<file path="src/rtl/serial_subtractor_16bit_pkg.sv">
// Shared definitions for the bit-serial subtractor: controller states and
// the default operand width.
package serial_subtractor_16bit_pkg;

  localparam int NUM_BITS_DEF = 16;

  typedef enum logic [1:0] {
    IDLE = 2'd0,
    BUSY = 2'd1,
    DONE = 2'd2
  } state_e;

endpackage : serial_subtractor_16bit_pkg

</file>
<file path="src/rtl/serial_subtractor_16bit_cell.sv">
// One-bit full subtractor: d = x - y - bin, with the borrow out of the bit.
module full_subtractor_1bit (
  input  logic x,
  input  logic y,
  input  logic bin,
  output logic d,
  output logic bout
);

  assign d    = x ^ y ^ bin;
  // Borrow when x is 0 and y is 1, or when x equals y and a borrow comes in.
  assign bout = (~x & y) | (~(x ^ y) & bin);

endmodule : full_subtractor_1bit

</file>
<file path="src/rtl/serial_subtractor_16bit.sv">
// Bit-serial subtractor: computes a - b - borrow_in one bit per clock,
// LSB first, through a single full_subtractor_1bit cell.
// Results are registered on entry to DONE and held until the next DONE.
module serial_subtractor_16bit
  import serial_subtractor_16bit_pkg::*;
#(
  parameter int NUM_BITS = NUM_BITS_DEF
) (
  input  logic                clk,
  input  logic                rst,
  input  logic                start,
  input  logic [NUM_BITS-1:0] a,
  input  logic [NUM_BITS-1:0] b,
  input  logic                borrow_in,
  output logic                busy,
  output logic                done,
  output logic [NUM_BITS-1:0] diff,
  output logic                borrow_out,
  output logic                overflow
);

  localparam int MSB   = NUM_BITS - 1;
  // The counter only has to reach NUM_BITS-1, the index of the last bit.
  localparam int CNT_W = (NUM_BITS > 1) ? $clog2(NUM_BITS) : 1;
  localparam logic [CNT_W-1:0] LAST_BIT = CNT_W'(NUM_BITS - 1);

  state_e              state_q;
  logic [NUM_BITS-1:0] a_q;
  logic [NUM_BITS-1:0] b_q;
  logic                bor_q;
  logic [CNT_W-1:0]    cnt_q;
  logic [NUM_BITS-1:0] sr_q;
  logic                busy_q;
  logic                done_q;
  logic [NUM_BITS-1:0] diff_q;
  logic                borrow_out_q;
  logic                overflow_q;

  logic                bit_d;
  logic                bor_d;
  logic [NUM_BITS-1:0] sr_d;

  // The single arithmetic cell, fed by the current bit of each operand.
  full_subtractor_1bit u_cell (
    .x    (a_q[cnt_q]),
    .y    (b_q[cnt_q]),
    .bin  (bor_q),
    .d    (bit_d),
    .bout (bor_d)
  );

  // New result bits enter at the MSB, so after NUM_BITS shifts bit 0 is in place.
  assign sr_d = {bit_d, sr_q[MSB:1]};

  // Controller, serial datapath and registered outputs.
  // NOTE: every register here is assigned with <= so all of them sample the
  // values from before the edge; a blocking = would let later statements see
  // the updated value and silently shorten the pipeline.
  always_ff @(posedge clk or posedge rst) begin
    if (rst) begin
      state_q      <= IDLE;
      a_q          <= '0;
      b_q          <= '0;
      bor_q        <= 1'b0;
      cnt_q        <= '0;
      sr_q         <= '0;
      busy_q       <= 1'b0;
      done_q       <= 1'b0;
      diff_q       <= '0;
      borrow_out_q <= 1'b0;
      overflow_q   <= 1'b0;
    end else begin
      unique case (state_q)
        IDLE: begin
          if (start) begin
            a_q     <= a;
            b_q     <= b;
            bor_q   <= borrow_in;
            cnt_q   <= '0;
            sr_q    <= '0;
            busy_q  <= 1'b1;
            state_q <= BUSY;
          end
        end
        BUSY: begin
          sr_q  <= sr_d;
          bor_q <= bor_d;
          if (cnt_q == LAST_BIT) begin
            state_q      <= DONE;
            done_q       <= 1'b1;
            diff_q       <= sr_d;
            borrow_out_q <= bor_d;
            // Signed overflow: operands of opposite sign and a result whose
            // sign differs from the minuend.
            overflow_q   <= (a_q[MSB] != b_q[MSB]) && (bit_d != a_q[MSB]);
          end else begin
            cnt_q <= cnt_q + CNT_W'(1);
          end
        end
        DONE: begin
          done_q  <= 1'b0;
          busy_q  <= 1'b0;
          state_q <= IDLE;
        end
        default: begin
          done_q  <= 1'b0;
          busy_q  <= 1'b0;
          state_q <= IDLE;
        end
      endcase
    end
  end

  assign busy       = busy_q;
  assign done       = done_q;
  assign diff       = diff_q;
  assign borrow_out = borrow_out_q;
  assign overflow   = overflow_q;

`ifndef SYNTHESIS
  // Flag undriven or X operands at the moment a request would be accepted.
  always_comb begin
    if (!rst && start && (state_q == IDLE)) begin
      assert (!$isunknown({a, b, borrow_in}))
        else $error("serial_subtractor_16bit: unknown operand bits at start");
    end
  end
`endif

endmodule : serial_subtractor_16bit

</file>
<file path="config.mk">
export PLATFORM = sky130hd
export DESIGN_NAME = serial_subtractor_16bit
export DESIGN_NICKNAME = d
export VERILOG_FILES = /design/src/rtl/serial_subtractor_16bit_pkg.sv /design/src/rtl/serial_subtractor_16bit_cell.sv /design/src/rtl/serial_subtractor_16bit.sv
export SDC_FILE = /design/constraint.sdc
export NUM_CORES = 1
export LEC_CHECK = 0
export CELL_PAD_IN_SITES_DETAIL_PLACEMENT = 0
export CELL_PAD_IN_SITES_GLOBAL_PLACEMENT = 1
export CORE_ASPECT_RATIO = 1.1
export CORE_MARGIN = 8
export CORE_UTILIZATION = 35
export CTS_CLUSTER_SIZE = 14
export DETAILED_ROUTE_END_ITERATION = 16
export GPL_ROUTABILITY_DRIVEN = 0
export PLACE_DENSITY = 0.66
export SYNTH_ARGS = -nofsm -noshare
export SYNTH_HDL_FRONTEND = slang
export SYNTH_HIERARCHICAL = 1
export SYNTH_SLANG_ARGS = --single-unit
export TNS_END_PERCENT = 30
</file>
<file path="constraint.sdc">
create_clock -name clk -period 4 [get_ports clk]
set_clock_uncertainty 0.2 [all_clocks]
set_input_delay 0.8 -clock clk [delete_from_list [all_inputs] [get_ports clk]]
set_output_delay 0.8 -clock clk [all_outputs]
set_load 0.02 [all_outputs]
</file>
# Yosys cells after proc, flatten, opt, wreduce, memory -nomap -nowiden
# Cells that the tools add are included.
dict set report totals {
  reg_bits 75
  inputBits 36
  output_inout_bits 20
  elab_cells 57
}
dict set report op_classes {
  addsub 1
  n_lt_le_gt_ge 1
  eq_ne 7
  n_mux 18
  bitwise_logic 9
  n_reduce_logical 10
}
# cell n
set op_table {}
lappend op_table {{$pmux 16 s2} 1}
lappend op_table {{$mux 16} 1}
lappend op_table {{$reduce_and 2->1} 6}
lappend op_table {{$bmux 1 s4} 2}
lappend op_table {{$mux 4} 2}
lappend op_table {{$pmux 4 s2} 1}
lappend op_table {{$ne 2x2->1 const B} 3}
lappend op_table {{$pmux 1 s2} 3}
lappend op_table {{$lt 4x5->1 const B} 1}
lappend op_table {{$mux 1} 5}
lappend op_table {{$add 4x1->4 const B} 1}
lappend op_table {{$eq 4x4->1 const B} 1}
lappend op_table {{$mux 2} 2}
lappend op_table {{$not 1->1} 4}
lappend op_table {{$pmux 2 s2} 1}
lappend op_table {{$reduce_and 3->1} 1}
lappend op_table {{$and 1x1->1} 2}
lappend op_table {{$eq 2x1->1 const B} 1}
lappend op_table {{$logic_not 2->1} 1}
lappend op_table {{$ne 1x1->1} 2}
lappend op_table {{$reduce_bool 2->1} 1}
lappend op_table {{$xor 1x1->1} 2}
lappend op_table {{$logic_and 1x1->1} 1}
lappend op_table {{$or 1x1->1} 1}

# Logic depth before layout (Yosys ltp)
# Gate-level depths: netlist of run 1.
dict set report logic_depth {
  word_depth 7
  ltp_mapped 9
  mapped_depth_nobuf 8
}

# Hierarchy
# Netlist of run 1, hierarchy kept.
# module instances cells_per_inst area_per_inst_um2 seq_area_each_um2
set modules_own_cells {}
lappend modules_own_cells {serial_subtractor_16bit 1 204 3104.2 1851.8}
lappend modules_own_cells {full_subtractor_1bit 1 4 31.3 0.0}

# Least setup slack after synthesis of run 1
# OpenSTA, ideal clock, no wires.
dict set report synth_path {
  path_type {reg2reg}
  startpoint {reg cnt_q[0]}
  endpoint {reg overflow_q (netlist: overflow)}
  setup_ps 125
  arrival_ps 2160
  required_ps 3675
  slack_ps 1515
  stages_incl_launch_ff 9
  path_buffers 1
  synth_period_minus_slack_ps 2485
  path_cell_list {dfrtp_1 -> buf_6 -> mux4_2 -> a22oi_1 -> nand3_1 -> fa_1 -> nand2_1 -> o22ai_1 -> mux2_2}
}
dict set report synth_via {
  elab_chain_len 6
  elab_cells_between_ends 10
  classes_between {eq/ne: 2; mux: 4; bitwise: 2; reduce/logical: 2}
}
# element line
set synth_rtl {}
lappend synth_rtl {{start: declaration} serial_subtractor_16bit.sv:31} ;# logic [CNT_W-1:0] cnt_q;
lappend synth_rtl {{start signal: assignment} serial_subtractor_16bit.sv:97} ;# cnt_q <= cnt_q + CNT_W'(1);
lappend synth_rtl {{$bmux 1 s4 (on tied branches)} {serial_subtractor_16bit.sv:45, serial_subtractor_16bit.sv:46}}
lappend synth_rtl {{$mux 1 (on tied branches)} {serial_subtractor_16bit.sv:45, serial_subtractor_16bit.sv:46}}
lappend synth_rtl {{$xor 1x1->1 * (2 in a row)} serial_subtractor_16bit_cell.sv:10} ;# assign d = x ^ y ^ bin;
lappend synth_rtl {{net bit_d} serial_subtractor_16bit.sv:39} ;# logic bit_d;
lappend synth_rtl {{$ne 1x1->1 *} serial_subtractor_16bit.sv:95} ;# overflow_q <= (a_q[MSB] != b_q[MSB]) && (bit_d != a_q[MSB]);
lappend synth_rtl {{$logic_and 1x1->1 *} serial_subtractor_16bit.sv:95}
lappend synth_rtl {{end signal: assignment} serial_subtractor_16bit.sv:95}
lappend synth_rtl {{end: declaration} serial_subtractor_16bit.sv:37} ;# logic overflow_q;
# The timed path passes the listed nets; every way through them passes the cells marked *. The select of a mux whose other input is x is not followed.
# A chain may end at the register's enable or synchronous reset.

# Final worst setup path of run 1
# Ends and elaborated chain as after synthesis.

==> results.toml, run 1 <==
[pwr]
p_comb_share_pct = 36.9
p_seq_share_pct = 43.1
power_density_mw_per_mm2 = 787
switchingPower_uw = 1000
ir_worst_vdd_mv = 0.276
p_leak_nw = 1.74
power_frac_clock_pct = 20.0
total_power_mw = 3.14
internal-power_mw = 2.14
swShare_pct = 31.8

[timing]
rsz0062_at_grt = "false"
fin_crit_sh_pct = 71.7
finalCriticalPeriod_ns = 2.87
finalWorstSetupSlack_ns = 1.13
whs_ns = 0.285
setup_viol = 0
final-hold-violation-count = 0
relSlewSlack_pct = 27.7
fmax_mhz = 349
slew_viol_final = 0
fin_tns_setup_ns = 0
tightest_slew_ns = 1.08

[yosys]
post-synth-top-count-cell = "dfrtp_1"
synth_fp_nets = 246
synthArstFlopShare_pct = 100
ys.warnings.count = 6
synth_edf_count = 0
yosysSeqAreaShare_pct = 59.1
synth_area_per_cell_um2 = 15.1
yosysTopAreaCellShare_pct = 59.1
synth_area_leaders = "dfrtp_1, mux2_2, a22o_1"
synthFlopType = "dfrtp_1"
synthTopCellsByCount = "dfrtp_1, mux2_2, a22o_1, inv_1, nand3_1"
yosysTopAreaCell = "dfrtp_1"
synth_cells = 208
ys_seq_elements = 74
synth.distinct_cells = 30
syn_area_mm2 = 0.00314

[clock_tree]
clkSlewWorstSetupHoldPaths_ns = 0.08
cts_tree = "yes"
clock-sinks = 74
cts_buffer_depth = 2
clk_latency_ns = 0.34
cts_buffers = 9
ctsHoldBuffers = 0
htreeDepth = 3
cts_setup_buffers = 0
cts-root-buf = "clkbuf_8"
cts_resized = 0

[layout]
drive_gt1_share_pct = 29.0
seq_area_mm2 = 0.00185
fin_area_mm2 = 0.00399
final_core_utilization_pct = 45.5
diodes = 0
nets = 302
final_cells = 383
multiInputGateArea_mm2 = 0.00116
fillers = 823
area_growth_pct = 27.3

[worst_setup_path]
cp.depth = 7
critical-path-top-delay-family = "multiplexers"
cp-start-kind = "flip-flop"
rr_worst_depth = 7
crit_path_end_kind = "flip-flop"
arrival_ns = 2.89
critPathBufInv = 0
critPathKind = "reg2reg"
cpMaxStageDelayCell = "dfrtp_1"
critPathMaxFanout = 11
rrSetupSlack_ns = 1.13
r2r_start = "cnt_q[0]$_DFFE_PP0P_"
path_cells = "mux4_2, a22oi_1, nand3_1, fa_1, nand2_1, o22ai_1, mux2_2"
critical_path.max_stage_delay_ns = 0.69
crit_required_ns = 4.03
rr_endpoint = "overflow$_DFFE_PP0P_"

[place]
hpwl_um = 4290
portBuffers = 55
placed_cells = 367
place_area_mm2 = 0.00377
place_ws_ns = 1.12

[floorplan]
fp.dieW_um = 106
io_pins = 56
die-area_mm2 = 0.0122
initial_core_util_pct = 35.7
rows = 36
die_h_um = 115
core_area_mm2 = 0.00878

[min_path]
hold_class = "reg2reg"
hold-path-cell-count = 1
worstHoldEndpoint = "busy$_DFFE_PP0P_"
min_from = "busy$_DFFE_PP0P_"

[global_route]
grt_max_degree = 41
grt_use_total_pct = 10.6
use_met3_pct = 3.36
antenna_found_initial = 0
grt_pass1_vias = 2037
top_usage_layer = "met2"
overflow = 0
grt_pass1_wl_um = 10300
met2_usage_pct = 16.5
grt_use_met1_pct = 13.1

[outcome]
outcome = "finished clean"

[route]
drcViolationCount = 0
first_iter_violations = 115
drt_first_pass_iters = 4
num_vias = 1865
wl_um = 6000
wire_per_inst_um = 15.7
vias_per_cell = 4.87
ant_nets = 0

[flow_run]
cap_violations = 0
worst register-to-register path, stage by stage (launching register included):
cell and delay (ns):
dfrtp_1 0.69, mux4_2 0.59, a22oi_1 0.20, nand3_1 0.13, fa_1 0.52, nand2_1 0.09
o22ai_1 0.07, mux2_2 0.26
power by group through the flow:
stage | Combinational (mW) | Clock, mW | Sequential [mW]
after floorplan | 0.850 | 0 | 1.34
after global placement | 1.15 | 0 | 1.37
after detailed placement | 1.18 | 0 | 1.38
after CTS | 1.19 | 0.650 | 1.37
after global routing | 1.28 | 0.685 | 1.41
final | 1.16 | 0.627 | 1.35
sequential cells by signal, indices dropped and copies added, names as in the netlist:
name,cells
bor_q,1
b_q,16
done,1
a_q,16
overflow,1
borrow_out,1
cnt_q,4
diff,16
busy,1
sr_q,15
state_q,2
area by class of cell:
cell class,instances,area share (%)
Multi-Input combinational cell,113,29.2
Sequential cell,74,46.4
Timing Repair Buffer,58,14.7
Clock buffer,9,3.10
Clock inverter,7,2.35
Inverter,8,0.752
Tap cell,114,3.57
per-layer routing:
metal  vias to the layer above  share of wire, %
met2                        42                49
met1                       938                45
li1                        876                 -
met5                         -                 0
met3                         9               5.1
met4                         0               1.6
how the worst max path moves through the flow:
stage | startpoint | end
floorplan | rst | a_q[0]$_DFFE_PP0P_
global placement | cnt_q[0]$_DFFE_PP0P_ | overflow$_DFFE_PP0P_
detailed placement | cnt_q[0]$_DFFE_PP0P_ | overflow$_DFFE_PP0P_
CTS | cnt_q[0]$_DFFE_PP0P_ | overflow$_DFFE_PP0P_
global route | cnt_q[0]$_DFFE_PP0P_ | overflow$_DFFE_PP0P_
finish | cnt_q[0]$_DFFE_PP0P_ | overflow$_DFFE_PP0P_
layout by cell type, fill, tap and decap left out, drive strengths merged, types with 2 or more instances in the layout:
cell type and instances:
dfrtp 74, clkdlybuf4s50 55, mux2 51, a22o 16
clkbuf 9, inv 8, mux4 8, nand3 7
nand2 4, nor2b 4, a21o 3, clkinv 3
buf 3, nand2b 2, o21ai 2, a22oi 2
bufinv 2, clkinvlp 2, nor2 2
kinds of logic (layout without fill, tap and decap cells):
family / Yosys count / in the layout / share of synthesized area, %
buffers and inverters: 21 / 82 / 3.95
AOI/OAI and AO/OA: 28 / 28 / 7.18
DFF: 74 / 74 / 59.1
and+or+nand+nor: 23 / 23 / 3.91
adders and majority gates: 2 / 2 / 1.04
muxes: 60 / 60 / 24.9
No activity file was read; power rests on OpenSTA's default activity.
==> inputs of run 2 (changes only) <==
==> constraint.sdc (replaced) <==
create_clock -name clk -period 2.9 [get_ports clk]
set_clock_uncertainty 0.2 [all_clocks]
set_input_delay 0.58 -clock clk [delete_from_list [all_inputs] [get_ports clk]]
set_output_delay 0.58 -clock clk [all_outputs]
set_load 0.02 [all_outputs]
==> results.toml, run 2 (same netlist as run 1, synthesis figures left out) <==
[pwr]
ir_worst_vdd_mv = 0.398
p_leak_nw = 1.76
power_density_mw_per_mm2 = 1070

[clock_tree]
htreeDepth = 3
cts_buffers = 9
cts_tree = "yes"
cts_buffer_depth = 2
clkSlewWorstSetupHoldPaths_ns = 0.08
ctsHoldBuffers = 0
cts-root-buf = "clkbuf_8"
clk_latency_ns = 0.34
cts_setup_buffers = 0
cts_resized = 0
clock-sinks = 74

[worst_setup_path]
arrival_ns = 2.66
crit_path_end_kind = "flip-flop"
cp-start-kind = "flip-flop"
crit_required_ns = 2.93
critPathKind = "reg2reg"
critical-path-top-delay-family = "multiplexers"
critical_path.max_stage_delay_ns = 0.54
critPathBufInv = 0
critPathMaxFanout = 9
path_cells = "mux4_2, a22oi_1, nand3_1, fa_1, nand2_1, o22ai_1, mux2_2"
cpMaxStageDelayCell = "mux4_2"

[floorplan]
core_area_mm2 = 0.00878
die_h_um = 115
fp.dieW_um = 106
initial_core_util_pct = 35.7
rows = 36
die-area_mm2 = 0.0122
io_pins = 56

[timing]
finalCriticalPeriod_ns = 2.63
relSlewSlack_pct = 24.6
tightest_slew_ns = 1.13
final-hold-violation-count = 0
slew_viol_final = 0
fin_tns_setup_ns = 0
fmax_mhz = 380
whs_ns = 0.292
rsz0062_at_grt = "false"
fin_crit_sh_pct = 90.7
setup_viol = 0

[global_route]
grt_use_total_pct = 10.9
grt_max_degree = 37
overflow = 0
antenna_found_initial = 0
grt_pass1_wl_um = 10500
grt_pass1_vias = 2040

[layout]
final_cells = 387
area_growth_pct = 28.0
layout_commonest_cell = "dfrtp_1"
nets = 306
diodes = 0
drive_gt1_share_pct = 30.0
layout_common_cells = "dfrtp_1, clkdlybuf4s50_1, mux2_2"

[flow_run]
cap_violations = 0

[place]
placed_cells = 371
portBuffers = 55
hpwl_um = 4530

[outcome]
outcome = "finished clean"

[route]
num_vias = 1889
first_iter_violations = 33
drcViolationCount = 0
ant_nets = 0
drt_first_pass_iters = 4
vias_per_cell = 4.88
wire_per_inst_um = 16.0
wl_um = 6210

[min_path]
hold_class = "reg2reg"
-- run 2: stage by stage --
step	power, mW	area (um2)	util [%]	worst slack [ns]
final	4.30	4010	45.7	0.270
after global routing	4.62	4010	45.7	0.113
after detailed placement	3.57	3820	43.5	0.117
after floorplan	3.02	3140	-	0.238
after CTS	4.37	4010	45.7	0.0952
after global placement	3.53	3820	43.5	0.178
-- run 2: layer usage --
metal  GRT usage (%)  routed length (um)  vias up
li1                -                   -      880
met1            12.7                2690      959
met2            17.8                3090       41
met3            4.15                 359        9
met4            4.23                  69        0
met5               0                   0        -
-- run 2: cell type report --
cell class                      instances  area [um2]
Clock buffer                           11         141
Clock inverter                          5        53.8
Fill cell                             804        4770
Inverter                                8        30.0
Multi-Input combinational cell        113        1160
Sequential cell                        74        1850
Tap cell                              114         143
Timing Repair Buffer                   62         628
-- run 2: worst paths after layout --
path / start / to / slack (ns) / cells past startpoint
setup reg to reg: cnt_q[0]$_DFFE_PP0P_ / overflow$_DFFE_PP0P_ / 0.27 / 7
hold reg to reg: busy$_DFFE_PP0P_ / busy$_DFFE_PP0P_ / 0.29 / 1
hold / removal: busy$_DFFE_PP0P_ / busy$_DFFE_PP0P_ / 0.29 / 1
setup / recovery: cnt_q[0]$_DFFE_PP0P_ / overflow$_DFFE_PP0P_ / 0.27 / 7
max in group asynchronous: rst / cnt_q[2]$_DFFE_PP0P_ / 1.38 / 3
min in group asynchronous: rst / sr_q[2]$_DFFE_PP0P_ / 0.41 / 2
-- run 2: power breakdown --
part | leakage, nW | switching, mW | total [mW] | internal (mW)
Clock | 0.103 | 0.372 | 0.790 | 0.418
Sequential | 0.928 | 0.368 | 1.88 | 1.51
Combinational | 0.728 | 0.643 | 1.63 | 0.985
==> inputs of run 3 (changes only) <==
--- a/config.mk
+++ b/config.mk
@@ -5,10 +5,11 @@
 export SDC_FILE = /design/constraint.sdc
 export NUM_CORES = 1
 export LEC_CHECK = 0
+export CAP_MARGIN = 20
 export CELL_PAD_IN_SITES_DETAIL_PLACEMENT = 0
 export CELL_PAD_IN_SITES_GLOBAL_PLACEMENT = 1
 export CORE_ASPECT_RATIO = 1.1
-export CORE_MARGIN = 8
+export CORE_MARGIN = 2
 export CORE_UTILIZATION = 35
 export CTS_CLUSTER_SIZE = 14
 export DETAILED_ROUTE_END_ITERATION = 16
==> results.toml, run 3 (same netlist as run 1, synthesis figures left out) <==
[worst_setup_path]
cp-start-kind = "flip-flop"
cpMaxStageDelayCell = "fa_1"
r2r_start = "cnt_q[0]$_DFFE_PP0P_"
rrSetupSlack_ns = 0.29
crit_required_ns = 2.94
path_cells = "buf_4, mux4_2, a22oi_1, nand3_1, fa_1, nand2_1, o22ai_1, mux2_2"
critPathKind = "reg2reg"
critical_path.max_stage_delay_ns = 0.52
rr_endpoint = "overflow$_DFFE_PP0P_"
crit_path_end_kind = "flip-flop"
critical-path-top-delay-family = "multiplexers"
rr_worst_depth = 8
critPathMaxFanout = 7
arrival_ns = 2.65
critPathBufInv = 1

[floorplan]
io_pins = 56
core_area_mm2 = 0.00878
die_h_um = 103
rows = 36
initial_core_util_pct = 35.7
fp.dieW_um = 94.2
die-area_mm2 = 0.00973

[timing]
whs_ns = 0.280
fin_crit_sh_pct = 90.0
relSlewSlack_pct = 64.6
fin_tns_setup_ns = 0
finalWorstSetupSlack_ns = 0.290
final-hold-violation-count = 0
fmax_mhz = 383
tightest_slew_ns = 0.530
finalCriticalPeriod_ns = 2.61
slew_viol_final = 0
setup_viol = 0
rsz0062_at_grt = "false"

[layout]
fillers = 806
diodes = 0
final_cells = 388
area_growth_pct = 27.8
fin_area_mm2 = 0.00401
layout_commonest_cell = "dfrtp_1"
drive_gt1_share_pct = 30.3
layout_common_cells = "dfrtp_1, clkdlybuf4s50_1, mux2_2"
final_core_utilization_pct = 45.6
nets = 307

[clock_tree]
htreeDepth = 3
cts_buffer_depth = 2
cts_resized = 0
cts_buffers = 9
cts_tree = "yes"
clkSlewWorstSetupHoldPaths_ns = 0.08
ctsHoldBuffers = 0
clk_latency_ns = 0.35
cts_setup_buffers = 0
clock-sinks = 74
cts-root-buf = "clkbuf_8"

[min_path]
min_from = "done$_DFFE_PP0P_"
worstHoldEndpoint = "done$_DFFE_PP0P_"
hold-path-cell-count = 1
hold_class = "reg2reg"

[global_route]
overflow = 0
grt_max_degree = 51
grt_pass1_wl_um = 9770
antenna_found_initial = 0
grt_use_total_pct = 13.3
grt_pass1_vias = 1982

[route]
drt_first_pass_iters = 3
wl_um = 5740
drcViolationCount = 0
ant_nets = 0
wire_per_inst_um = 14.8
first_iter_violations = 36
vias_per_cell = 4.83
num_vias = 1874

[pwr]
ir_worst_vdd_mv = 0.357
total_power_mw = 4.29
power_density_mw_per_mm2 = 1070
p_leak_nw = 1.76

[flow_run]
cap_violations = 0

[place]
portBuffers = 55
hpwl_um = 4160
place_area_mm2 = 0.00380
place_ws_ns = 0.260
placed_cells = 371

[outcome]
outcome = "finished clean"
[run 3: report_power, final]
part	switching, mW	total [mW]	internal, mW
clock network	0.391	0.786	0.395
logic	0.667	1.66	0.994
registers	0.330	1.84	1.51
total	1.39	4.29	2.90
[run 3: metal layers]
layer  wire (um)  GRT usage [%]
met1        2610           16.5
met2        2810           21.8
met3         194           3.12
met4         124           7.02
met5           0              0
[run 3: worst max-delay path by stage]
stage / from / end / slack (ns) / cells past startpoint
6_report: cnt_q[0]$_DFFE_PP0P_ / overflow$_DFFE_PP0P_ / 0.29 / 8
5_1_grt: cnt_q[0]$_DFFE_PP0P_ / overflow$_DFFE_PP0P_ / 0.13 / 8
4_1_cts: cnt_q[0]$_DFFE_PP0P_ / overflow$_DFFE_PP0P_ / 0.25 / 8
3_5_place_dp: cnt_q[0]$_DFFE_PP0P_ / overflow$_DFFE_PP0P_ / 0.26 / 8
3_3_place_gp: cnt_q[0]$_DFFE_PP0P_ / overflow$_DFFE_PP0P_ / 0.29 / 8
2_1_floorplan: rst / a_q[0]$_DFFE_PP0P_ / 0.24 / 1
[run 3: cell type report]
type / count / area (um2) / share of cell area (%)
Tap cell: 114 / 143 / 3.56
Sequential cell: 74 / 1850 / 46.2
Multi-Input combinational cell: 113 / 1160 / 29.1
Inverter: 8 / 30.0 / 0.750
Clock inverter: 7 / 70.1 / 1.75
Clock buffer: 9 / 124 / 3.09
Timing Repair Buffer: 63 / 623 / 15.6
